## config.mk

```make
export PLATFORM = sky130hd
export DESIGN_NAME = bolt_engine
export DESIGN_NICKNAME = d
export VERILOG_FILES = /design/src/rtl/bolt_engine.sv
export SDC_FILE = /design/constraint.sdc
export NUM_CORES = 1
export LEC_CHECK = 0
export BUFFER_PORTS_ARGS = -buffer_cell sky130_fd_sc_hd__clkbuf_2
export CORE_UTILIZATION = 62
export CTS_BUF_LIST = sky130_fd_sc_hd__clkbuf_4 sky130_fd_sc_hd__clkbuf_8
export DETAILED_ROUTE_END_ITERATION = 6
export HOLD_SLACK_MARGIN = 0.03
export PLACE_DENSITY = 0.8
export SLEW_MARGIN = 10
export SYNTH_ARGS = -nofsm -noshare
export SYNTH_HDL_FRONTEND = slang
export SYNTH_SLANG_ARGS = --single-unit
```

## constraint.sdc

```tcl
create_clock -name clk -period 5.8 [get_ports clk]
set_clock_uncertainty 0.05 [all_clocks]
set_input_delay 0 -clock clk [delete_from_list [all_inputs] [get_ports clk]]
set_output_delay 0 -clock clk [all_outputs]
set_load 0.02 [all_outputs]
```

## src/rtl/bolt_engine.sv

```systemverilog
// rtl/bolt_engine.sv - four player and four invader bolt slots with motion, retire, kill and pixel hit test
// Slots 0-3 are player bolts (move up), slots 4-7 are invader bolts (move down).
module bolt_engine #(
  parameter int BOLT_W   = 2,
  parameter int BOLT_H   = 8,
  parameter int P_SPEED  = 4,
  parameter int I_SPEED  = 2,
  parameter int T_BORDER = 0,
  parameter int B_BORDER = 400
) (
  input  logic        clk,
  input  logic        reset,
  input  logic        startOfFrame,
  input  logic [10:0] pixelX,
  input  logic [10:0] pixelY,
  input  logic [3:0]  btpExs,
  input  logic [3:0]  btiExs,
  input  logic [10:0] btxLoc,
  input  logic [10:0] btyLoc,
  input  logic [3:0]  btpKil,
  input  logic [3:0]  btiKil,
  output logic [3:0]  btpReq,
  output logic [3:0]  btiReq,
  output logic [3:0]  btpAct,
  output logic [3:0]  btiAct,
  output logic [3:0]  btpDon,
  output logic [3:0]  btiDon
);

  typedef enum logic {IDLE = 1'b0, FLY = 1'b1} state_t;

  localparam logic [11:0] P_LIMIT = 12'(T_BORDER + P_SPEED);
  localparam logic [11:0] I_LIMIT = 12'(B_BORDER);
  localparam logic [11:0] I_STEP  = 12'(I_SPEED);
  localparam logic [10:0] P_STEP  = 11'(P_SPEED);
  localparam logic [11:0] X_SPAN  = 12'(BOLT_W);
  localparam logic [11:0] Y_SPAN  = 12'(BOLT_H);

  state_t      state_q [8];
  state_t      state_d [8];
  logic [10:0] x_q [8];
  logic [10:0] x_d [8];
  logic [10:0] y_q [8];
  logic [10:0] y_d [8];
  logic [7:0]  don_q, don_d;
  logic [7:0]  act, kil, grant, req;

  // Isolates the lowest set bit: only the lowest-index idle requested slot loads.
  function automatic logic [3:0] pick_lowest(input logic [3:0] r);
    return r & (~r + 4'd1);
  endfunction

  always_comb begin
    for (int i = 0; i < 8; i++) act[i] = (state_q[i] == FLY);
    kil   = {btiKil, btpKil};
    grant = {pick_lowest(btiExs & ~act[7:4]), pick_lowest(btpExs & ~act[3:0])};
  end

  always_comb begin
    don_d = '0;
    for (int i = 0; i < 8; i++) begin
      state_d[i] = state_q[i];
      x_d[i]     = x_q[i];
      y_d[i]     = y_q[i];
      if (state_q[i] == FLY) begin
        if (kil[i]) begin
          state_d[i] = IDLE;
        end else if (startOfFrame) begin
          if (i < 4) begin
            if ({1'b0, y_q[i]} < P_LIMIT) begin
              state_d[i] = IDLE;
              don_d[i]   = 1'b1;
            end else begin
              y_d[i] = y_q[i] - P_STEP;
            end
          end else begin
            if (({1'b0, y_q[i]} + I_STEP) > I_LIMIT) begin
              state_d[i] = IDLE;
              don_d[i]   = 1'b1;
            end else begin
              y_d[i] = 11'({1'b0, y_q[i]} + I_STEP);
            end
          end
        end
      end else if (grant[i]) begin
        state_d[i] = FLY;
        x_d[i]     = btxLoc;
        y_d[i]     = btyLoc;
      end
    end
  end

  always_ff @(posedge clk or posedge reset) begin
    if (reset) begin
      for (int i = 0; i < 8; i++) begin
        state_q[i] <= IDLE;
        x_q[i]     <= '0;
        y_q[i]     <= '0;
      end
      don_q <= '0;
    end else begin
      for (int i = 0; i < 8; i++) begin
        state_q[i] <= state_d[i];
        x_q[i]     <= x_d[i];
        y_q[i]     <= y_d[i];
      end
      don_q <= don_d;
    end
  end

  // Bounds are widened to 12 bits so a bolt near 2047 never wraps its window.
  always_comb begin
    for (int i = 0; i < 8; i++) begin
      req[i] = act[i]
        && ({1'b0, pixelX} >= {1'b0, x_q[i]}) && ({1'b0, pixelX} < ({1'b0, x_q[i]} + X_SPAN))
        && ({1'b0, pixelY} >= {1'b0, y_q[i]}) && ({1'b0, pixelY} < ({1'b0, y_q[i]} + Y_SPAN));
    end
  end

  assign btpAct = act[3:0];
  assign btiAct = act[7:4];
  assign btpReq = req[3:0];
  assign btiReq = req[7:4];
  assign btpDon = don_q[3:0];
  assign btiDon = don_q[7:4];

endmodule

```

Yosys cells after proc, flatten, opt, wreduce, memory -nomap -nowiden
Cells that the tools add are included.

Add/subtract/negate cells: 26. Magnitude comparators: 40. Equality and inequality tests: 24. Multiplexer cells: 112. Bitwise logic cells: 16. Reductions and logical operators: 56.

Operators with widths (number): $mux W11 (40); $lt A11 B12 Y1 (16); $ge A11 B11 Y1 (16); $add A11 B2 Y12 const B (12); $add A11 B4 Y12 const B (8); $mux W1 (72); $gt A12 B9 Y1 const B (4); $ne A2 B2 Y1 const B (24); $lt A11 B3 Y1 const B (4); $sub A11 B3 Y11 const B (4); $logic_and A1 B1 Y1 (32); $reduce_and A4 Y1 (8); $and A4 B4 Y4 (4); $not A4 Y4 (4); $reduce_and A2 Y1 (8); $reduce_bool A2 Y1 (8); $add A4 B1 Y4 const B (2); $not A1 Y1 (8).

Register bits after elaboration: 192. Input port bits: 63. Output and inout port bits: 24. Logic and storage cells: 299.

Logic depth before layout (Yosys ltp)
Gate-level depths: netlist of the first run.

Depth in word-level cells: 7. Gate-level depth with buffers: 12.

Least setup slack after synthesis of the first run
No wires, ideal clock.

Path type: flip-flop to output port. Start: reg y_q[49] (netlist name). End: out btpReq[3]. Arrival: 3051 ps. Required time: 5750 ps. Path slack: 2699 ps. Stages on the path, launching flop included: 11. Path buffers: 1. Cell sequence: dfrtp_1 > clkbuf_1 > nand3_1 > nor3_1 > nand3_1 > xnor2_1 > ha_1 > or3_1 > a311oi_1 > o32ai_1 > a2111oi_0.

Word-level cells in the longest chain between the ends: 3. Elaborated cells on any way between the ends: 5. Classes of those cells: add/sub: 1; order compare: 2; reduce/logical: 2.

Ends and longest elaborated chain: start, declared (RTL line 43) `logic [10:0] y_q [8];`; start signal, assigned by index (RTL line 105) `y_q[i] <= y_d[i];`; $add A11 B4 Y12 / $ge A11 B11 Y1 (equally long branches) (RTL line 116) `&& ({1'b0, pixelY} >= {1'b0, y_q[i]}) && ({1'b0, pixelY} < ({1'b0, y_q[i]} + Y_SPAN));`; $lt A11 B12 Y1 / $logic_and A1 B1 Y1 (equally long branches) (RTL line 116); $logic_and A1 B1 Y1 * (RTL line 116); end, declared (RTL line 22) `output logic [3:0] btpReq,`.

Every way passes the cells marked *; elsewhere a longest branch is shown, timed or not.

Final worst setup path of the first run
Same ends and word-level chain as after synthesis.

==> results of run 1 <==
cell type report:
class	count	share of cell area, %
Sequential cell	192	23.5
Tap cell	390	2.39
Multi-Input combinational cell	1732	63.7
Clock buffer	20	1.29
Clock inverter	11	0.987
Inverter	201	3.73
Timing Repair Buffer	134	4.35
placed cells by master, fill, tap and decap left out, drive strengths merged, types with 26 or more instances in the layout:
cell	count
xnor2	126
clkbuf	106
nand3	109
nand4	36
nand2b	27
mux2	33
ha	355
nand2	178
o22ai	40
nor2	80
inv	201
a21o	40
dlygate4sd3	39
nor2b	26
a211oi	30
a21oi	103
o21ai	187
nor3	66
dfrtp	192
sequential cells by signal, indices dropped and copies added, names as in the netlist:
name,count
x_q,88
y_q,88
don_q,8
btiAct,4
btpAct,4
where the power goes:
| group | switching [mW] | total (mW) | internal [mW] |
|---|---|---|---|
| combinational | 2.94 | 5.21 | 2.27 |
| clock | 0.532 | 1.07 | 0.538 |
| sequential | 0.818 | 2.67 | 1.85 |
| total | 4.29 | 8.96 | 4.66 |
how the worst min path moves through the flow:
stage                end  slack [ns]  cells past startpoint
2_1_floorplan   don_q[1]        0.02                      1
3_3_place_gp    don_q[1]        0.16                      2
3_5_place_dp    don_q[2]        0.16                      2
4_1_cts        btpAct[3]        0.06                      4
5_1_grt          y_q[84]        0.07                      3
6_report         y_q[77]         0.1                      4
worst register-to-register path, cell delays in order, from the launching register on:
cell      delay, ns
dfrtp_1        0.64
nand2b_1       0.49
and2_0         0.94
o21ai_0        0.46
nor3_1         0.30
a21o_1         0.11
a221oi_1       0.06
cell families after synthesis:
kind of cell / count (synthesis) / share of synthesized area, %
AND/OR/NAND/NOR: 606 / 16.0
AO/OA/AOI/OAI: 592 / 20.5
adder cells (fa/ha/maj): 355 / 23.6
buffers and inverters: 275 / 5.57
flip-flops: 192 / 25.5
XOR/XNOR: 130 / 6.04
multiplexers: 49 / 2.82
timing repair:
item	CTS	global route
hold buffers	39	0
setup endpoints to repair	0	0
gates resized for setup	0	0
setup buffers	0	0
hold endpoints to repair	283	0
per-layer routing:
layer  vias to the layer above  global-route usage (%)  wire length, um
met1                      8423                    45.8            22400
met2                       847                    60.7            25700
li1                       8221                       -                -
met3                       192                    5.21             4640
met4                         0                    19.1             3070
met5                         -                       0                0
metrics by stage:
stage | setup WS (ns) | instance area, um^2
after floorplan | 0.523 | 18900
after global placement | 2.78 | 19600
after detailed placement | 2.69 | 19600
after CTS | 2.21 | 20400
after global routing | 1.95 | 20400
final | 2.20 | 20400
==> metrics.cfg, run 1 <==
[critical_path]
crit_type=register to primary output
setup.worst_path.start_class=register
reg2reg_slack_ns=2.61
critical_path_cell_count=10
r2r_end=y_q[74]
path_cells=nand3_1, nor3_1, nand3_1, xnor2_1, ha_1, or3_1, a311oi_1, o32ai_1, a2111oi_0, clkbuf_2
crit_fanout=9
cp-startpoint=y_q[49]
crit_end=btpReq[3]
crit_path_max_incr_delay_ns=0.58
cp_top_family=compound AO/OA/AOI/OAI gates
worst_path_max_delay_cell=a2111oi_0
endpoint_kind=primary output
cp.buffers_inverters=1
cp.arrival_ns=3.55
r2r-start=btpAct[0]
reg2regPathDepth=6
required_ns=5.75
crit_top_cell=nand3_1

[final_layout]
multiInputGateArea_mm2=0.0130
fin_util_pct=68.5
fin_cells=2680
seqCellArea_mm2=0.00480
fill_cells=2350
diodes=0
drive_gt1_share_pct=8.12
final_nets=2696
syn_to_final_growth_pct=8.30

[routing]
drt-wirelength-per-cell_um=20.8
vias=17700
firstDrtPassIters=5
avgViaCountPerCell=6.60
wl_um=55800
drtAntennaViolNets=0
first_iter_violations=1531
drc_errors=0

[logic_synthesis]
yosysMostFrequentCell=ha_1
avgSynthCellArea_um2=8.57
ys_warn_count=0
synth_common_cells=ha_1 (355), inv_1 (198), dfrtp_1 (192)
synth_seq_cells=192
yosysSeqAreaShare_pct=25.5
ys_types=85
synthTopCellsByArea=dfrtp_1 (25%), ha_1 (24%), xnor2_1 (5.9%), o21ai_0 (4.9%), inv_1 (3.9%)
synth_top_cell_by_area=dfrtp_1
syn-num-nets=2617
synth_edf_count=0
syn_inst=2199
synth_area_mm2=0.0189
synth_top_area_share_pct=25.5
synthArstFlopShare_pct=100
ys.flop_type=dfrtp_1

[global_routing]
gr-usage-all-layers_pct=36.5
grt_pass1_vias=17200
antenna_found_initial=0
grt_pass1_wl_um=88900
grt-ovfl-total=0
grt_max_degree=134

[timing]
final_hold_viol_count=0
report.final.slew_viol_count=0
slew_headroom_pct=25.0
fmax_ghz=0.278
tns_ns=0
period_share_pct=62.1
setup_viol=0
tightest_slew_ns=1.12
rsz0062_at_grt=no
period_minus_slack_ns=3.60
whs_ns=0.0961

[place]
gp_congestion=0.961
dp.final_hpwl_um=39300
io_buffers=86
dp.cells=2610

[floorplan]
die_area_mm2=0.0311
fp.dieW_um=176
initial_core_util_pct=63.3
core_area_mm2=0.0298
num_rows=63
ios=87
die_h_um=176

[clock_network]
clkTransAtPathRegs_ns=0.11
cts_buffers=17
h-tree-depth=4
clk_path_buf_depth=2
cts.sinks=192
tritoncts=yes
cts_root_buf=clkbuf_8
clk_latency_ns=0.50

[min_path]
hold_class=primary input to register
min_from=btpExs[0]

[run_status]
status=finished clean

[power_and_ir_drop]
power_mw=8.96
leakagePower_nw=9.41
powerDensity_mw_per_mm2=439
ir_drop_mv=0.269

[run]
drv_cap=0

Power figures use the tool's default switching activity.
==> run 2: changes to the inputs <==
Settings changed: CORE_UTILIZATION 62 to 59.
Clock period 5.8 ns to 3.22 ns, I/O delays scaled along.
==> run 2 against run 1 <==
The run now ends with negative setup slack left; cell count rose by 2.8%; cell area rose by 4.8%; register-to-register slack got worse by 2.4 ns; critical path type unchanged; largest cell class unchanged.
==> metrics.cfg, run 2 (synthesis gave the netlist of run 1 again) <==
[min_path]
hold_class=primary input to register
hold_depth=5
min_from=btpExs[0]

[place]
gp_congestion=0.932
io_buffers=86
dp.cells=2652
dp.final_hpwl_um=41400

[final_layout]
reg_top3=x_q: 88 flops, y_q: 88 flops, don_q: 8 flops
diodes=0
final_cell_mix=ha_1 (345), inv_1 (191), o21ai_0 (182), nand2_1 (176), dfrtp_1 (174)
syn_to_final_growth_pct=13.5
fin_cells=2756
drive_gt1_share_pct=14.4
layout_commonest_cell=ha_1
final_nets=2759

[critical_path]
crit_end=btiReq[1]
path_cells=buf_6, ha_4, nand3_4, buf_4, xnor2_2, ha_1, a21oi_2, o21ai_1, a21o_1, a2111oi_4, nor3_1, nor4b_1, buf_4, buf_8
r2r_end=btiAct[3]
reg2reg_slack_ns=0.17
required_ns=3.17
crit_type=register to primary output
worst_path_max_delay_cell=dfrtp_1
crit_path_max_incr_delay_ns=0.41
crit_fanout=2
r2r-start=y_q[1]
cp.arrival_ns=3.20
crit_top_cell=buf_4
endpoint_kind=primary output
setup.worst_path.start_class=register
reg2regPathDepth=8
cp-startpoint=x_q[23]

[power_and_ir_drop]
power_switching_mw=8.22
swShare_pct=48.9
p_int_mw=8.60
ir_drop_mv=0.430
pwr-share-seq_pct=28.0
powerDensity_mw_per_mm2=786
leakagePower_nw=9.76
clockPowerShare_pct=10.2
p_comb_share_pct=61.7

[timing]
fmax_ghz=0.308
report.final.slew_viol_count=0
slew_headroom_pct=39.7
period_share_pct=101
setup_viol=1
period_minus_slack_ns=3.25
rsz0062_at_grt=yes
whs_ns=0.0346
final_hold_viol_count=0
setup_ws_ns=-0.0282
tightest_slew_ns=0.897

[clock_network]
clk_latency_ns=0.51
cts_root_buf=clkbuf_8
cts.sinks=192
h-tree-depth=4
clk_path_buf_depth=2
tritoncts=yes
cts_buffers=17
clkTransAtPathRegs_ns=0.12

[routing]
wl_um=58400
avgViaCountPerCell=6.51
first_iter_violations=1612
drt-wirelength-per-cell_um=21.2
drc_errors=0
vias=18000
firstDrtPassIters=6
drtAntennaViolNets=0

[run_status]
violations=negative setup slack
status=finished with violations

[global_routing]
gr-usage-all-layers_pct=35.2
grt_pass1_vias=17200
grt_max_degree=85
grt-ovfl-total=0
grt_pass1_wl_um=90800
antenna_found_initial=0

[floorplan]
num_rows=65
core_area_mm2=0.0315
initial_core_util_pct=59.9
ios=87
fp.dieW_um=181
die_area_mm2=0.0327
die_h_um=181

[run]
drv_cap=0

==> run 2: cell types whose count changed in the layout (fill, tap and decap cells not counted), sizes merged <==
cell         change
clkbuf           -9
inv              +2
clkinvlp         +4
bufinv           -4
buf             +71
dlygate4sd3      -1
clkinv           +1
==> run 2: worst min-delay path by stage <==
stage / end
floorplan: don_q[1]
global placement: don_q[2]
detailed placement: x_q[9]
CTS: x_q[77]
global route: btiAct[1]
finish: x_q[77]
==> run 2: cell type report <==
type                            count  area, um^2
Fill cell                        2488       10100
Clock inverter                     14         171
Timing Repair Buffer              197        1420
Tap cell                          402         503
Sequential cell                   192        4830
Inverter                          201         766
Multi-Input combinational cell   1732       13500
Clock buffer                       18         241
==> run 2: timing repair <==
action | CTS | global route
hold buffers | 38 | 0
endpoints found under the hold margin | 183 | 0
endpoints found under the setup margin | 7 | 9
gates cloned | 0 | 0
gates resized for setup | 36 | 91
setup buffers | 12 | 22
pin swaps | 16 | 38
==> run 2: power groups by stage <==
stage	logic (mW)	registers, mW	clock network, mW
after floorplan	7.39	4.13	0
after global placement	8.91	4.61	0
after detailed placement	9.37	4.66	0
after CTS	9.67	4.60	1.74
after global routing	11.6	4.84	1.83
final	10.4	4.72	1.72
==> run 2: critical path: cells and delay by family, from the launching register on <==
family	cells	cell delay [ns]
compound gates	4	0.69
xor+xnor	1	0.12
fa+ha+maj	2	0.45
buf+inv	4	0.58
flops	1	0.41
simple gates	3	0.44
==> run 2: per-stage QoR <==
step	power (mW)	setup TNS [ns]	setup slack, ns	instance area, um^2	utilization (%)
5_1_grt	18.3	-0.467	-0.179	21400	68.0
6_report	16.8	-0.0282	-0.0282	21400	68.0
3_3_place_gp	13.5	0	0.215	19800	63.0
4_1_cts	16.0	-0.0493	-0.0435	20900	66.3
2_1_floorplan	11.5	0	0.119	18900	-
3_5_place_dp	14.0	0	0.172	19800	63.0
==> run 2: per-layer routing <==
layer / GRT usage, % / routed length (um) / vias to the layer above
met2: 59.0 / 27600 / 815
met3: 4.62 / 4350 / 171
met5: 0 / 0 / -
met1: 45.5 / 23900 / 8614
met4: 15.1 / 2490 / 0
li1: - / - / 8353
==> run 3: changes to the inputs <==
Settings changed: CORE_UTILIZATION 59 to 62.
Clock period 3.22 ns to 3.6 ns, I/O delays scaled along.
==> run 3 against run 2 <==
The run now ends clean; via count is 3.3% lower; wire length is 4.1% lower; non-clock buffer count is 51 lower; cell count is 2.3% lower; critical path depth is 1 lower; register-to-register slack better by 0.36 ns; combinational power is 19% lower; cell area is 4.1% lower; sequential power is 9.1% lower; critical path type unchanged; critical endpoint is now btpReq[0]; largest power group unchanged.
==> metrics.cfg, run 3 (synthesis gave the netlist of run 1 again) <==
[final_layout]
syn_to_final_growth_pct=8.78
layout_commonest_cell=ha_1
diodes=0
final_nets=2708
reg_top3=x_q: 88 flops, y_q: 88 flops, don_q: 8 flops
fin_cells=2693
final_cell_mix=ha_1 (354), inv_1 (197), dfrtp_1 (191), o21ai_0 (184), nand2_1 (178)
drive_gt1_share_pct=8.90

[timing]
slew_headroom_pct=32.6
period_share_pct=96.8
fmax_ghz=0.287
period_minus_slack_ns=3.48
final_hold_viol_count=0
report.final.slew_viol_count=0
setup_viol=0
rsz0062_at_grt=yes
tightest_slew_ns=1.01

[critical_path]
worst_path_max_delay_cell=dfrtp_1
path_cells=inv_1, nor3_2, nand2_1, nor2_1, xnor2_1, ha_1, a21oi_1, o21ai_0, a21o_1, a2111oi_1, nor2_1, nor4_2, clkbuf_2
crit_fanout=4
cp.buffers_inverters=2
endpoint_kind=primary output
required_ns=3.55
crit_type=register to primary output
cp.arrival_ns=3.43
crit_top_cell=nor2_1
crit_path_max_incr_delay_ns=0.43
cp_top_family=simple AND/OR/NAND/NOR gates
setup.worst_path.start_class=register

[power_and_ir_drop]
swShare_pct=48.8
leakagePower_nw=9.45
pwr-share-seq_pct=29.9
power_mw=14.3
powerDensity_mw_per_mm2=699
p_comb_share_pct=58.8
clockPowerShare_pct=11.2
ir_drop_mv=0.426
power_switching_mw=6.99
p_int_mw=7.34

[clock_network]
tritoncts=yes
h-tree-depth=4
clk_latency_ns=0.52
cts_buffers=17
clkTransAtPathRegs_ns=0.13
clk_path_buf_depth=2
cts.sinks=192
cts_root_buf=clkbuf_8

[floorplan]
initial_core_util_pct=63.3
fp.dieW_um=176
die_h_um=176
num_rows=63
die_area_mm2=0.0311
ios=87
core_area_mm2=0.0298

[routing]
drt-wirelength-per-cell_um=20.8
avgViaCountPerCell=6.45
first_iter_violations=1581
firstDrtPassIters=6
drc_errors=0
drtAntennaViolNets=0
vias=17400
wl_um=56000

[global_routing]
gr-usage-all-layers_pct=36.8
grt_max_degree=76
grt_pass1_vias=17200
grt_pass1_wl_um=89500
grt-ovfl-total=0
antenna_found_initial=0

[place]
dp.cells=2621
gp_congestion=0.969
dp.final_hpwl_um=40400
io_buffers=86

[run_status]
status=finished clean

[run]
drv_cap=0

[min_path]
hold_class=primary input to register

run 3: cell count changes in the layout (fill, tap and decap cells not counted), sizes merged:
cell,before,now
buf,80,21
bufinv,1,2
clkbuf,97,104
clkinvlp,5,1
dlygate4sd3,38,40
inv,203,205
run 3: what timing repair did:
item                                   4_1_cts  5_1_grt
hold buffers                                40        0
setup endpoints to repair                    2        4
resized for setup                            2        9
endpoints found under the hold margin      339        0
buffers inserted                             0        0
pin swaps                                    0        1
run 3: area by class of cell:
| type | instances | area [um^2] |
|---|---|---|
| inverters | 201 | 758 |
| clock buffers | 19 | 255 |
| multi-input cells | 1732 | 13000 |
| repair buffers | 146 | 996 |
| flip-flops and latches | 192 | 4810 |
| clock inverters | 13 | 164 |
| fillers | 2410 | 9290 |
| well taps | 390 | 488 |
run 3: path summary, 6_finish.rpt:
kind / start / to / slack [ns] / depth (start not counted)
worst min register to register: x_q[11] / x_q[11] / 0.45 / 2
worst min-delay path: btiExs[1] / btiAct[1] / 0.05 / 4
min in group asynchronous: reset / x_q[7] / 0.62 / 4
max in group asynchronous: reset / x_q[64] / 2.04 / 5
worst max-delay path: x_q[80] / btpReq[0] / 0.12 / 13
worst max register to register: y_q[34] / btiAct[0] / 0.53 / 8
run 3: metrics by stage:
stage | setup slack [ns] | area, um^2 | util (%) | hold slack, ns | setup TNS (ns)
after global placement | 0.621 | 19700 | 66.0 | -0.00142 | 0
after CTS | 0.0157 | 20500 | 68.8 | 0.0344 | 0
final | 0.116 | 20500 | 68.8 | 0.0541 | 0
after detailed placement | 0.534 | 19700 | 66.0 | 0.00345 | 0
after global routing | -0.0749 | 20500 | 68.8 | 0.0791 | -0.0749
after floorplan | 0.499 | 18900 | - | 0.0198 | 0
run 3: power by group through the flow:
stage	Combinational [mW]	Clock, mW	Sequential [mW]
2_1_floorplan	6.61	0	3.69
4_1_cts	8.32	1.62	4.22
6_report	8.43	1.61	4.29
3_3_place_gp	7.76	0	4.21
5_1_grt	9.55	1.69	4.42
3_5_place_dp	8.20	0	4.27
run 3: layer usage:
layer  up-vias  global-route usage, %  routed length, um
li1       8231                      -                  -
met1      8295                   47.9              23700
met2       691                   60.3              25800
met3       142                   5.23               4030
met4         0                   17.3               2400
met5         -                      0                  0
run 3: tightest hold or removal path, stage by stage:
cell and delay (ns):
clkbuf_2 0.08, nor2b_1 0.16, nand2_1 0.21, o21ai_0 0.14
